`src/rtl/memory_access_unit.sv`:
```
// memory_access_unit: core-side initiator for the external memory port.
// Accepts one load/store at a time, probes mem_access_fault with
// mem_enable low, then performs a single enabled access. Load data is
// masked to size and zero/sign-extended. Every request ends with a
// one-cycle response pulse that carries the data or the fault status.
//
// Optional build macro: MISALIGNED_SPLIT_EN. When it is defined, a
// misaligned half/word access is split into ascending byte accesses
// instead of being rejected.
//
// Ports:
//   clk, reset              clock (rising edge), async active-high reset
//   req_valid/req_ready     request handshake (ready only when idle)
//   req_is_write, req_op_size, req_sign_extend, req_addr, req_data
//                           request fields (size: 0=byte 1=half 2=word 3=illegal)
//   resp_valid              one-cycle response pulse
//   resp_data, resp_fault, resp_misaligned, resp_fault_addr
//                           response fields, zero outside the pulse
//   mem_enable, mem_is_write, mem_op_size, mem_addr, mem_wdata
//                           memory port drives
//   mem_rdata, mem_access_fault
//                           combinational memory read data / fault
module memory_access_unit (
  input  logic        clk,
  input  logic        reset,
  input  logic        req_valid,
  output logic        req_ready,
  input  logic        req_is_write,
  input  logic [1:0]  req_op_size,
  input  logic        req_sign_extend,
  input  logic [31:0] req_addr,
  input  logic [31:0] req_data,
  output logic        resp_valid,
  output logic [31:0] resp_data,
  output logic        resp_fault,
  output logic        resp_misaligned,
  output logic [31:0] resp_fault_addr,
  output logic        mem_enable,
  output logic        mem_is_write,
  output logic [1:0]  mem_op_size,
  output logic [31:0] mem_addr,
  output logic [31:0] mem_wdata,
  input  logic [31:0] mem_rdata,
  input  logic        mem_access_fault
);

  typedef enum logic [1:0] {
    IDLE   = 2'd0,
    PROBE  = 2'd1,
    ACCESS = 2'd2,
    DONE   = 2'd3
  } state_t;

  state_t state, state_next;

  logic        is_write_q;
  logic [1:0]  op_size_q;
  logic        sign_extend_q;
  logic [31:0] addr_q;
  logic [31:0] data_q;

  logic [31:0] resp_data_q;
  logic        resp_fault_q;
  logic        resp_misaligned_q;
  logic [31:0] resp_fault_addr_q;

  logic        accept;
  logic        size_illegal;
  logic        addr_misaligned;
  logic        reject_misaligned;
  logic        last_access;
  logic        in_mem;
  logic [31:0] access_addr;
  logic [31:0] access_wdata;
  logic [1:0]  access_size;
  logic [31:0] load_word;

  function automatic logic [31:0] extend(input logic [1:0] size,
                                         input logic sext,
                                         input logic [31:0] d);
    logic [31:0] r;
    case (size)
      2'd0:    r = sext ? {{24{d[7]}}, d[7:0]}   : {24'd0, d[7:0]};
      2'd1:    r = sext ? {{16{d[15]}}, d[15:0]} : {16'd0, d[15:0]};
      default: r = d;
    endcase
    return r;
  endfunction

  assign accept          = req_valid & req_ready;
  assign size_illegal    = (req_op_size == 2'd3);
  assign addr_misaligned = ((req_op_size == 2'd1) & req_addr[0]) |
                           ((req_op_size == 2'd2) & (req_addr[1:0] != 2'd0));

`ifdef MISALIGNED_SPLIT_EN
  logic        split_q;
  logic [1:0]  idx_q;
  logic [1:0]  last_idx_q;
  logic [31:0] assembled_q;

  assign reject_misaligned = 1'b0;

  // idx_q stays 0 for unsplit accesses, so the address adder serves both.
  always_comb begin
    access_addr  = addr_q + {30'd0, idx_q};
    access_size  = op_size_q;
    access_wdata = data_q;
    load_word    = mem_rdata;
    last_access  = 1'b1;
    if (split_q) begin
      access_size  = 2'd0;
      access_wdata = {24'd0, data_q[{idx_q, 3'b000} +: 8]};
      load_word    = assembled_q;
      load_word[{idx_q, 3'b000} +: 8] = mem_rdata[7:0];
      last_access  = (idx_q == last_idx_q);
    end
  end

  always_ff @(posedge clk or posedge reset) begin
    if (reset) begin
      split_q     <= 1'b0;
      idx_q       <= '0;
      last_idx_q  <= '0;
      assembled_q <= '0;
    end else if (accept) begin
      split_q     <= addr_misaligned & ~size_illegal;
      idx_q       <= '0;
      last_idx_q  <= (req_op_size == 2'd1) ? 2'd1 : 2'd3;
      assembled_q <= '0;
    end else if (state == ACCESS) begin
      assembled_q <= load_word;
      if (!last_access) idx_q <= idx_q + 2'd1;
    end
  end
`else
  assign reject_misaligned = addr_misaligned;
  assign access_addr       = addr_q;
  assign access_size       = op_size_q;
  assign access_wdata      = data_q;
  assign load_word         = mem_rdata;
  assign last_access       = 1'b1;
`endif

  always_ff @(posedge clk or posedge reset) begin
    if (reset) state <= IDLE;
    else       state <= state_next;
  end

  always_comb begin
    state_next = state;
    case (state)
      IDLE: begin
        if (accept) begin
          if (size_illegal || reject_misaligned) state_next = DONE;
          else                                   state_next = PROBE;
        end
      end
      PROBE:   state_next = mem_access_fault ? DONE : ACCESS;
      ACCESS:  state_next = last_access ? DONE : PROBE;
      default: state_next = IDLE;
    endcase
  end

  always_ff @(posedge clk or posedge reset) begin
    if (reset) begin
      is_write_q        <= 1'b0;
      op_size_q         <= '0;
      sign_extend_q     <= 1'b0;
      addr_q            <= '0;
      data_q            <= '0;
      resp_data_q       <= '0;
      resp_fault_q      <= 1'b0;
      resp_misaligned_q <= 1'b0;
      resp_fault_addr_q <= '0;
    end else begin
      if (accept) begin
        is_write_q        <= req_is_write;
        op_size_q         <= req_op_size;
        sign_extend_q     <= req_sign_extend;
        addr_q            <= req_addr;
        data_q            <= req_data;
        resp_data_q       <= '0;
        resp_fault_q      <= size_illegal;
        resp_misaligned_q <= ~size_illegal & reject_misaligned;
        resp_fault_addr_q <= (size_illegal | reject_misaligned) ? req_addr : '0;
      end else if (state == PROBE) begin
        if (mem_access_fault) begin
          resp_fault_q      <= 1'b1;
          resp_fault_addr_q <= access_addr;
        end
      end else if (state == ACCESS) begin
        resp_data_q <= is_write_q ? '0 : extend(op_size_q, sign_extend_q, load_word);
      end
    end
  end

  assign in_mem          = (state == PROBE) || (state == ACCESS);
  assign req_ready       = (state == IDLE) & ~reset;
  assign mem_enable      = (state == ACCESS);
  assign mem_is_write    = in_mem & is_write_q;
  assign mem_op_size     = in_mem ? access_size  : '0;
  assign mem_addr        = in_mem ? access_addr  : '0;
  assign mem_wdata       = in_mem ? access_wdata : '0;

  assign resp_valid      = (state == DONE);
  assign resp_data       = resp_valid ? resp_data_q       : '0;
  assign resp_fault      = resp_valid & resp_fault_q;
  assign resp_misaligned = resp_valid & resp_misaligned_q;
  assign resp_fault_addr = resp_valid ? resp_fault_addr_q : '0;

endmodule

```
`config.mk`:
```
export PLATFORM = sky130hd
export DESIGN_NAME = memory_access_unit
export DESIGN_NICKNAME = d
export VERILOG_FILES = /design/src/rtl/memory_access_unit.sv
export SDC_FILE = /design/constraint.sdc
export NUM_CORES = 1
export LEC_CHECK = 0
export CORE_UTILIZATION = 41
export DETAILED_ROUTE_END_ITERATION = 6
export PLACE_DENSITY = 0.79
export SETUP_SLACK_MARGIN = 0.5
export SLEW_MARGIN = 40
export SYNTH_ARGS = -nofsm -noshare
export SYNTH_HDL_FRONTEND = slang
export SYNTH_SLANG_ARGS = --single-unit
```
`constraint.sdc`:
```
create_clock -name clk -period 4.2 [get_ports clk]
set_input_delay 0.42 -clock clk [delete_from_list [all_inputs] [get_ports clk]]
set_output_delay 0.42 -clock clk [all_outputs]
set_load 0.01 [all_outputs]
```
Word level (Yosys, flattened, before mapping)
Index checks and enable logic that the tools add are counted.
{"block": "op_classes", "n_eq_ne": 9, "mux": 23, "n_bitwise": 12, "n_reduce_logical": 10}
{"op": "2-to-1 mux 32 bit", "count": 14}
{"op": "case mux 32 bit (2 select lines)", "count": 1}
{"op": "AND 1 bit", "count": 8}
{"op": "== test 2 bit, second input constant", "count": 4}
{"op": "nonzero test 2 bit", "count": 4}
{"op": "== test 2 x 1 -> 1 bit, second input constant", "count": 3}
{"op": "2-to-1 mux 2 bit", "count": 3}
{"op": "case mux 2 bit (3 select lines)", "count": 1}
{"op": "logical NOT 2 bit", "count": 2}
{"op": "2-to-1 mux 1 bit", "count": 4}
{"op": "inequality test 2 bit, second input constant", "count": 2}
{"op": "AND reduction 2 bit", "count": 2}
{"op": "logical OR 1 bit", "count": 2}
{"op": "NOT 1 bit", "count": 2}
{"op": "OR 1 bit", "count": 2}
{"block": "totals", "ff_bits": 136, "in_bits": 104, "wordCells": 64}

Logic depth before layout (Yosys ltp)
{"block": "depth", "depth_word": 7, "ltp_mapped": 9, "depth_no_buf": 5}

Worst setup path before layout
Ideal clock, no wire load.
{"block": "synth_timing", "path_type": "reg-to-output", "start": "register state[0]", "end": "output mem_addr[25]", "t_arrival_ns": 1.398, "required_ns": 3.780, "slack_ns": 2.382, "path_stages_with_launch": 6, "path_cell_list": "dfrtp_1 -> inv_1 -> ha_1 -> clkbuf_1 -> clkbuf_1 -> and2_1"}
{"block": "synth_via", "elab_chain_len": 3}
{"element": "start: declaration", "line": "54", "source": "state_t state, state_next;"}
{"element": "start signal: assignment", "line": "146", "source": "else state <= state_next;"}
{"element": "== test 2 x 1 -> 1 bit or == test 2 bit (tied branches)", "line": "197", "source": "assign in_mem = (state == PROBE) || (state == ACCESS);"}
{"element": "logical OR 1 bit *", "line": "197"}
{"element": "2-to-1 mux 32 bit *", "line": "202", "source": "assign mem_addr = in_mem ? access_addr : '0;"}
{"element": "end: declaration", "line": "41", "source": "output logic [31:0] mem_addr,"}
Every way passes the cells marked *; elsewhere a longest branch is shown, timed or not.

Worst setup path after layout
{"block": "layout_timing", "start": "register state[0]", "end": "output mem_addr[23]"}
The elaborated chain is that of the path after synthesis.

==> summary.txt <==
Route
  – Post-route DRC: 0
  – Detailed Routing Iterations Pass 1: 6
  – Starting DRT DRC Count: 361
  – Number of vias per cell: 5.19
  – Routed wire length: 19.7 mm
  – Post-DRT Antenna Nets: 0
  – Routed len/inst: 16.9 microns
  – Via count: 6076

Power and ir drop
  – Leak Pwr: 0.00434 uW
  – Peak supply drop: 0.000370 V
  – Power Dens Cells: 712 nW/um^2

Critical path
  – Flop2flop setup slack: 2.05 ns
  – Critical Path Source: state[0]$_DFFE_PP0P_
  – CP max FO: 68
  – Crit end category: primary output
  – Worst setup path endpoint: mem_addr[23]
  – Crit Reg-Reg Startpoint: state[0]$_DFFE_PP0P_
  – Worst endpoint required time: 3.78 ns
  – Crit path launch type: flop
  – Worst R2R Path Depth: 6
  – Worst setup path class: reg -> out
  – Critical path arrival: 2.41 ns
  – RR Endpoint: resp_fault_addr_q[17]$_DFFE_PP0P_

Yosys
  – Adder-Cell Fraction of Synth Area: 0.923%
  – Ys flop type: dfrtp_1
  – Top cell type by total area after synthesis: dfrtp_1
  – Synth Area in Simple Gates: 27.5%
  – Synthesized cell area: 6780 sq um
  – Combinational family with the most area after synthesis: simple AND/OR/NAND/NOR gates
  – Synth Instances: 738
  – Distinct cells, synth: 36
  – Xor-xnor portion of the synthesized cell area: 0%
  – Compound-Gate Fraction of Synth Area: 16.5%
  – Asr flop ratio synth: 100%
  – Synth top area cells: dfrtp_1 (50%), and2_1 (12%), nand2_1 (12%)
  – Mux cell area share after synthesis: 0.314%
  – Synth Warn #: 0
  – Synth top area share: 50.2%
  – Flops & latches, synth: 136
  – Sequential-to-total area share from yosys stat: 50.2%
  – EDFF count, synth: 0
  – Syn nets: 847
  – Syn_area_per_cell: 9.19 sq um

Layout
  – Most frequent cells in the layout: clkdlybuf4s50_1 (238), nand2_1 (214), dfrtp_1 (135), and2_1 (134), o21ai_0 (40)
  – # fillers: 1410
  – Layout cell share with drive strength beyond 1: 5.56%
  – Ant diodes: 0
  – Area Overhead vs Synth: 45.5%
  – Area occupied by multi-input gates: 3090 sq um
  – Final #Nets: 1050
  – Register area: 3400 sq um
  – Design area: 9860 sq um
  – Most common cell after layout, fill and taps aside: clkdlybuf4s50_1

Clock network
  – Worst-Skew Late Latency: 0.42 ns
  – Post-CTS Setup Bufs: 0
  – Max Root-Sink Buffers: 2
  – Clock transition at path regs: 0.06 ns
  – Num CTS Buffers: 17
  – Depth of the CTS H-tree: 4
  – Hold_buf cts: 0
  – Num Clock Sinks: 136
  – CTS tree: built
  – CTS resizes: 0
  – CTS root buffer: clkbuf_16

Global routing
  – First-pass GRT wire length: 31.5 mm
  – Grt total ovfl: 0
  – Vias in the first global route: 6132
  – Initial antenna violation count: 0
  – GR Util All Layers: 24.0%
  – Largest net degree at the start of global routing: 102

Placed design
  – Final Wtd Congestion: 0.735
  – Placed inst area: 9280 sq um
  – I/O Buffers: 239
  – Dpl hpwl: 12.8 mm

STA
  – Slew headroom: 50.2%
  – Hold Vio Cnt, Final: 0
  – Tmin final: 2.83 ns
  – Max Clk Rate: 0.354 GHz
  – Fin Setup TNS: 0 ns
  – Max Slew Vio Count: 0
  – RSZ-0062 raised after global routing: false
  – Clock skew: 0.00503 ns
  – Count of final setup violators: 0
  – Worst slew pin tran: 0.748 ns
  – Tcrit/Tclk final: 67.3%

Die
  – Core area: 16000 sq um
  – I/O pin cnt: 240
  – Die X: 131 microns
  – DIE AREA: 17100 sq um
  – Row cnt: 46
  – Die Y: 131 microns
  – Initial Utilization: 42.4%

Job
  – # Max-Cap Violations: 0

Worst hold path
  – Hold Path Class: reg -> reg

Status
  – Status: finished, final reports clean
==> report_power, final <==
group	switching, uW	internal (uW)	total (uW)
logic	1500	1690	3190
registers	425	1970	2390
clock network	568	873	1440
total	2490	4530	7020
==> critical path, stage by stage (launching register included) <==
cell             delay [ns]
dfrtp_1                0.42
inv_1                  0.12
ha_4                   0.65
and2_1                 0.23
clkdlybuf4s50_1        0.54
==> through the flow <==
step | setup slack, ns | hold WS, ns | utilization, % | cells | total power, uW
after floorplan | 2.09 | 0.437 | - | 738 | 4110
after global routing | 1.22 | 0.497 | 61.6 | 1170 | 7520
after global placement | 1.49 | 0.449 | 57.9 | 1138 | 5510
after CTS | 1.32 | 0.471 | 61.6 | 1170 | 7100
final | 1.37 | 0.465 | 61.6 | 1170 | 7020
after detailed placement | 1.71 | 0.454 | 58.0 | 1138 | 5620
==> cell usage after synthesis, drive strengths merged (5+ instances only) <==
cell type and number:
o2111ai 32, dfrtp 136, a22o 16, nand2 214, a2bb2oi 31, ha 5
a32o 16, nand2b 18, o21ai 40, and2 134, buf 19, clkbuf 47
==> logic make-up after synthesis <==
kind of cell,after synthesis
AO/OA/AOI/OAI,144
AND/OR/NAND/NOR,381
flip-flops,136
adder cells (fa/ha/maj),5
buffers and inverters,70
multiplexers,2
==> per-layer routing <==
metal	wire length (microns)	GRT usage, %
met1	8300	29.6
met2	9250	38.4
met3	1850	8.43
met4	346	9.47
met5	0	0
==> area by class of cell <==
class	count	area share, %
well taps	216	2.74
flip-flops and latches	136	34.5
clock buffers	21	4.87
clock inverters	11	0.977
inverters	4	0.190
repair buffers	250	25.4
multi-input cells	532	31.3
==> registers in the layout, summed over array words and instances, names as in the netlist <==
| signal | flops |
|---|---|
| access_size | 2 |
| resp_fault_addr_q | 32 |
| access_wdata | 32 |
| sign_extend_q | 1 |
| access_addr | 32 |
| resp_data_q | 32 |
| state | 2 |
| is_write_q | 1 |
| resp_misaligned_q | 1 |
| resp_fault_q | 1 |
==> worst min-delay path by stage <==
stage | startpoint | end | depth (start not counted)
floorplan | access_wdata[0]$_DFFE_PP0P_ | access_wdata[0]$_DFFE_PP0P_ | 2
global placement | access_wdata[6]$_DFFE_PP0P_ | access_wdata[6]$_DFFE_PP0P_ | 2
detailed placement | access_wdata[15]$_DFFE_PP0P_ | access_wdata[15]$_DFFE_PP0P_ | 2
CTS | access_wdata[14]$_DFFE_PP0P_ | access_wdata[14]$_DFFE_PP0P_ | 2
global route | access_wdata[27]$_DFFE_PP0P_ | access_wdata[27]$_DFFE_PP0P_ | 2
finish | access_wdata[14]$_DFFE_PP0P_ | access_wdata[14]$_DFFE_PP0P_ | 2
Note: power is estimated with default switching activity, not from simulation.
